<file path="src/rtl/multicycle_sequencer.sv">
// Multi-cycle control FSM for the microRISC datapath: fetch, decode, execute, memory, writeback.
// It owns the shared memory port. A request that goes unanswered past TIMEOUT cycles traps in ERROR.
module multicycle_sequencer #(
    parameter int TIMEOUT   = 16,
    parameter int TIMEOUT_W = 5
) (
    input  logic       clk,
    input  logic       rst,
    input  logic       enable,
    input  logic       reg_write,
    input  logic       mem_read,
    input  logic       mem_write,
    input  logic       mem_to_reg,
    input  logic       branch,
    input  logic       branch_ne,
    input  logic       jump,
    input  logic       jump_reg,
    input  logic       link,
    input  logic       alu_zero,
    input  logic       mem_ready,
    output logic       mem_req,
    output logic       mem_we,
    output logic       addr_sel,
    output logic       ir_we,
    output logic       ab_we,
    output logic       alu_out_we,
    output logic       mdr_we,
    output logic       pc_we,
    output logic [1:0] pc_sel,
    output logic       rf_we,
    output logic [1:0] wb_sel,
    output logic       instr_done,
    output logic       bus_error,
    output logic [2:0] state
);

    typedef enum logic [2:0] {
        FETCH     = 3'd0,
        DECODE    = 3'd1,
        EXECUTE   = 3'd2,
        MEM       = 3'd3,
        WRITEBACK = 3'd4,
        ERROR     = 3'd7
    } state_t;

    localparam logic [TIMEOUT_W-1:0] WAIT_LAST = TIMEOUT_W'(TIMEOUT - 1);

    state_t               cur;
    state_t               nxt;
    logic [TIMEOUT_W-1:0] wait_cnt;
    logic                 wait_expired;

    always_ff @(posedge clk) begin
        if (rst) begin
            cur      <= FETCH;
            wait_cnt <= '0;
        end else begin
            cur <= nxt;
            if (nxt != cur || mem_ready)
                wait_cnt <= '0;
            else if (mem_req)
                wait_cnt <= wait_cnt + 1'b1;
        end
    end

    // The expiry test is evaluated only while a request is open. A ready in the same cycle takes precedence.
    assign wait_expired = (wait_cnt == WAIT_LAST);
    assign state        = rst ? 3'd0 : cur;

    always_comb begin
        nxt        = cur;
        mem_req    = 1'b0;
        mem_we     = 1'b0;
        addr_sel   = 1'b0;
        ir_we      = 1'b0;
        ab_we      = 1'b0;
        alu_out_we = 1'b0;
        mdr_we     = 1'b0;
        pc_we      = 1'b0;
        pc_sel     = 2'b00;
        rf_we      = 1'b0;
        wb_sel     = 2'b00;
        instr_done = 1'b0;
        bus_error  = 1'b0;
        if (!rst) begin
            unique case (cur)
                FETCH: begin
                    if (enable) begin
                        mem_req = 1'b1;
                        if (mem_ready) begin
                            ir_we = 1'b1;
                            pc_we = 1'b1;
                            nxt   = DECODE;
                        end else if (wait_expired) begin
                            nxt = ERROR;
                        end
                    end
                end
                DECODE: begin
                    ab_we = 1'b1;
                    nxt   = EXECUTE;
                end
                EXECUTE: begin
                    alu_out_we = 1'b1;
                    if (jump_reg) begin
                        pc_we      = 1'b1;
                        pc_sel     = 2'b11;
                        instr_done = 1'b1;
                        nxt        = FETCH;
                    end else if (jump) begin
                        // PC already holds PC+1 from fetch, which is the link value.
                        pc_we      = 1'b1;
                        pc_sel     = 2'b10;
                        rf_we      = link;
                        wb_sel     = link ? 2'b10 : 2'b00;
                        instr_done = 1'b1;
                        nxt        = FETCH;
                    end else if (branch) begin
                        pc_we      = alu_zero ^ branch_ne;
                        pc_sel     = (alu_zero ^ branch_ne) ? 2'b01 : 2'b00;
                        instr_done = 1'b1;
                        nxt        = FETCH;
                    end else if (mem_read || mem_write) begin
                        nxt = MEM;
                    end else if (reg_write) begin
                        nxt = WRITEBACK;
                    end else begin
                        instr_done = 1'b1;
                        nxt        = FETCH;
                    end
                end
                MEM: begin
                    mem_req  = 1'b1;
                    addr_sel = 1'b1;
                    mem_we   = mem_write;
                    if (mem_ready) begin
                        if (mem_read) begin
                            mdr_we = 1'b1;
                            nxt    = WRITEBACK;
                        end else begin
                            instr_done = 1'b1;
                            nxt        = FETCH;
                        end
                    end else if (wait_expired) begin
                        nxt = ERROR;
                    end
                end
                WRITEBACK: begin
                    rf_we      = 1'b1;
                    wb_sel     = mem_to_reg ? 2'b01 : 2'b00;
                    instr_done = 1'b1;
                    nxt        = FETCH;
                end
                ERROR: begin
                    bus_error = 1'b1;
                end
                default: nxt = FETCH;
            endcase
        end
    end

endmodule
</file>
<file path="config.mk">
export PLATFORM = sky130hd
export DESIGN_NAME = multicycle_sequencer
export DESIGN_NICKNAME = d
export VERILOG_FILES = /design/src/rtl/multicycle_sequencer.sv
export SDC_FILE = /design/constraint.sdc
export NUM_CORES = 1
export LEC_CHECK = 0
export CORE_UTILIZATION = 46
export DETAILED_ROUTE_END_ITERATION = 8
export PLACE_DENSITY = 0.84
export SETUP_SLACK_MARGIN = 0.5
export SLEW_MARGIN = 20
export SYNTH_ARGS = -nofsm -noshare
export SYNTH_HDL_FRONTEND = slang
export SYNTH_SLANG_ARGS = --single-unit
</file>
<file path="constraint.sdc">
create_clock -name clk -period 3.7 [get_ports clk]
set_clock_uncertainty 0.1 [all_clocks]
set_input_delay 1.11 -clock clk [delete_from_list [all_inputs] [get_ports clk]]
set_output_delay 1.11 -clock clk [all_outputs]
set_load 0.005 [all_outputs]
</file>
==> results.sh <==
export IMPL_run_status="finished, violations left"
export IMPL_failed_checks="DRC"
export IMPL_syn2layout_area_growth_pct=63.2
export IMPL_path_common_cell="buf_2"
export IMPL_min_period_ns=3.39
export IMPL_synth_nets=126
export IMPL_clk_path_buf_depth=2
export IMPL_required_ns=2.49
export IMPL_ys_seq_area_frac=0.200
export IMPL_timing_hold_ws_ns=0.465
export IMPL_ant_nets=0
export IMPL_io_pins=32
export IMPL_setup_viol=0
export IMPL_cp_max_fo=2
export IMPL_fp_dieArea_um2=1910
export IMPL_power_leakage_nw=0.678
export IMPL_post_place_ws_ns=-0.454
export IMPL_fmax_mhz=295
export IMPL_place_congestion=0.836
export IMPL_grt_max_degree=17
export IMPL_synthCells=110
export IMPL_p_per_area_nw_per_um2=176
export IMPL_grt_pass1_wl_um=4190
export IMPL_start_util=0.514
export IMPL_min_period_over_period=0.917
export IMPL_hold_violations=0
export IMPL_start_kind="input pin"
export IMPL_ys_ff_latch=8
export IMPL_endpoint_kind="output port"
export IMPL_dr_pass1_iters=6
export IMPL_holdBufCountCts=0
export IMPL_setup_slack_ns=0.306
export IMPL_drive_above_1_share=0.390
export IMPL_syn_cell_area_um2=802
export IMPL_ys_warn_count=0
export IMPL_drc_errors=4
export IMPL_maxSlewViolCount=0
export IMPL_rsz0062_at_grt="true"
export IMPL_nets=177
export IMPL_routedWlPerCell_um=14.9
export IMPL_num_vias=1002
export IMPL_viasPerCell=5.73
export IMPL_worstSkewPairLatency_ns=0.25
export IMPL_htree_levels=1
export IMPL_antenna_cells=0
export IMPL_worstPathCellList="buf_2, or3_4, o21ai_2, mux2_4, o32a_1, nor2_1, buf_2"
export IMPL_relSlewSlack=0.585
export IMPL_holdCritPathClass="reg2reg"
export IMPL_fp_coreArea_um2=1560
export IMPL_cp_arrival_ns=2.18
export IMPL_drt_iter0_markers=20
export IMPL_worst_slew_pin_slew_ns=0.621
export IMPL_ys_types=37
export IMPL_rows=14
export IMPL_antenna_found_initial=0
export IMPL_cts_tree="yes"
export IMPL_path_clk_slew_ns=0.05
export IMPL_die_w_um=43.8
export IMPL_crit_type="in2out"
export IMPL_avgSynthCellArea_um2=7.29
export IMPL_io_buffers=31
export IMPL_grt_overflow_total=0
export IMPL_clockRootBuffer="clkbuf_4"
export IMPL_hpwl_um=1920
export IMPL_slowest_stage="or3_4"
export IMPL_die_h_um=43.8
export IMPL_cts_sinks=8
export IMPL_cts_buffers=3
export IMPL_wl_um=2610
export IMPL_grtUsageTotal=0.289
export IMPL_irDropWorstVdd_uv=209
export IMPL_maxCapViolCount=0
export IMPL_fin_util=0.839
export IMPL_grt_pass1_vias=1001
export IMPL_critPathMaxStageDelay_ns=0.38
==> cells by family after synthesis <==
group | after synthesis | synth area share
flip-flops | 8 | 0.200
AO/OA/AOI/OAI | 23 | 0.214
multiplexers | 2 | 0.0265
XOR/XNOR | 3 | 0.0328
buffers and inverters | 12 | 0.0608
adder cells (fa/ha/maj) | 2 | 0.0312
AND/OR/NAND/NOR | 60 | 0.435
==> registers in the layout (all words and copies together), names as in the netlist <==
signal	count
cur	3
wait_cnt	5
==> stage by stage <==
step | setup TNS, ns | cell area [um^2] | total power [mW] | cells
6_report | 0 | 1310 | 0.231 | 175
5_1_grt | 0 | 1310 | 0.243 | 175
4_1_cts | 0 | 1290 | 0.230 | 175
3_5_place_dp | -2.54 | 1230 | 0.163 | 168
3_3_place_gp | -2.20 | 1230 | 0.162 | 168
2_1_floorplan | 0 | 815 | 0.123 | 110
==> cell usage after synthesis <==
cell,n,area share
inv_1,6,0.028
and2_1,2,0.016
mux2_2,1,0.014
xnor2_1,2,0.022
xor2_1,1,0.011
clkbuf_1,2,0.0094
nand2b_1,4,0.031
a21oi_2,1,0.011
buf_2,3,0.019
nor2b_1,4,0.031
inv_2,1,0.0047
nor4_4,1,0.027
or3_4,1,0.014
and3_1,6,0.047
o32a_1,1,0.012
dfxtp_1,8,0.20
o21a_1,2,0.019
o21ai_1,1,0.0062
a211oi_1,2,0.019
or2_2,1,0.0078
nor4b_2,3,0.056
a2bb2oi_1,1,0.011
a21oi_1,4,0.025
nor2_1,16,0.075
a21o_1,1,0.0094
a22oi_1,1,0.0094
nor3_1,9,0.056
nand3_1,1,0.0062
a31oi_1,1,0.0078
a221oi_1,4,0.044
nor3b_1,2,0.019
or3_1,1,0.0078
a31o_4,1,0.022
ha_1,2,0.031
mux2i_1,1,0.012
o21ai_0,3,0.019
nand2_1,9,0.042
==> layer usage <==
metal  vias up  GRT usage  routed length [um]
met5         -          0                   0
met1       472      0.312                1040
met3         7     0.0375                 102
li1        497          -                   -
met4         0      0.106                  46
met2        26      0.558                1430
==> area by class of cell <==
class | count | area (um^2)
sequential | 8 | 160
fill | 95 | 250
inverter | 7 | 26.3
clock buffer | 3 | 22.5
multi-input combinational | 90 | 672
timing repair buffer | 51 | 408
tap | 16 | 20.0
==> final timing paths <==
check,cells after the start,from,slack [ns],to
setup / recovery,7,jump,0.31,instr_done
hold / removal,2,wait_cnt[4]$_SDFFE_PP0P_,0.47,wait_cnt[4]$_SDFFE_PP0P_
setup reg to reg,7,wait_cnt[0]$_SDFFE_PP0P_,1.58,wait_cnt[1]$_SDFFE_PP0P_
hold reg to reg,2,wait_cnt[4]$_SDFFE_PP0P_,0.47,wait_cnt[4]$_SDFFE_PP0P_
==> critical path, delay by kind of cell <==
kind            cells  cell delay, ns
simple gates        2            0.42
buf+inv             2            0.22
mux                 1            0.16
compound gates      2            0.27
==> power by group <==
group,leakage (nW),internal [mW],switching (mW)
Combinational,0.599,0.0402,0.0351
Clock,0.0138,0.0369,0.0266
Sequential,0.0647,0.0877,0.00435
Total,0.678,0.165,0.0660
==> cells in the final DEF, fill, tap and decap left out, types with 2 or more instances in the layout <==
master,Yosys,final
nand2b_1,4,3
buf_6,0,4
nand2_1,9,8
nor2_4,0,4
ha_1,2,2
buf_4,0,17
a21oi_1,4,4
inv_1,6,6
o21a_1,2,2
dfxtp_1,8,8
nor3_1,9,7
nor4b_2,3,3
clkbuf_4,0,3
o21ai_0,3,2
nor2b_1,4,4
xnor2_1,2,2
clkbuf_2,0,3
buf_2,3,11
clkdlybuf4s15_2,0,2
and2_1,2,2
and3_1,6,6
a211oi_1,2,2
dlygate4sd2_1,0,8
a221oi_1,4,4
dlymetal6s2s_1,0,3
nor2_1,16,11
==> timing repair <==
action	4_1_cts	5_1_grt
endpoints found under the setup margin	18	10
resized for setup	93	13
setup buffers	4	0
pin swaps	18	12
Note: power is estimated with default switching activity, not from simulation.
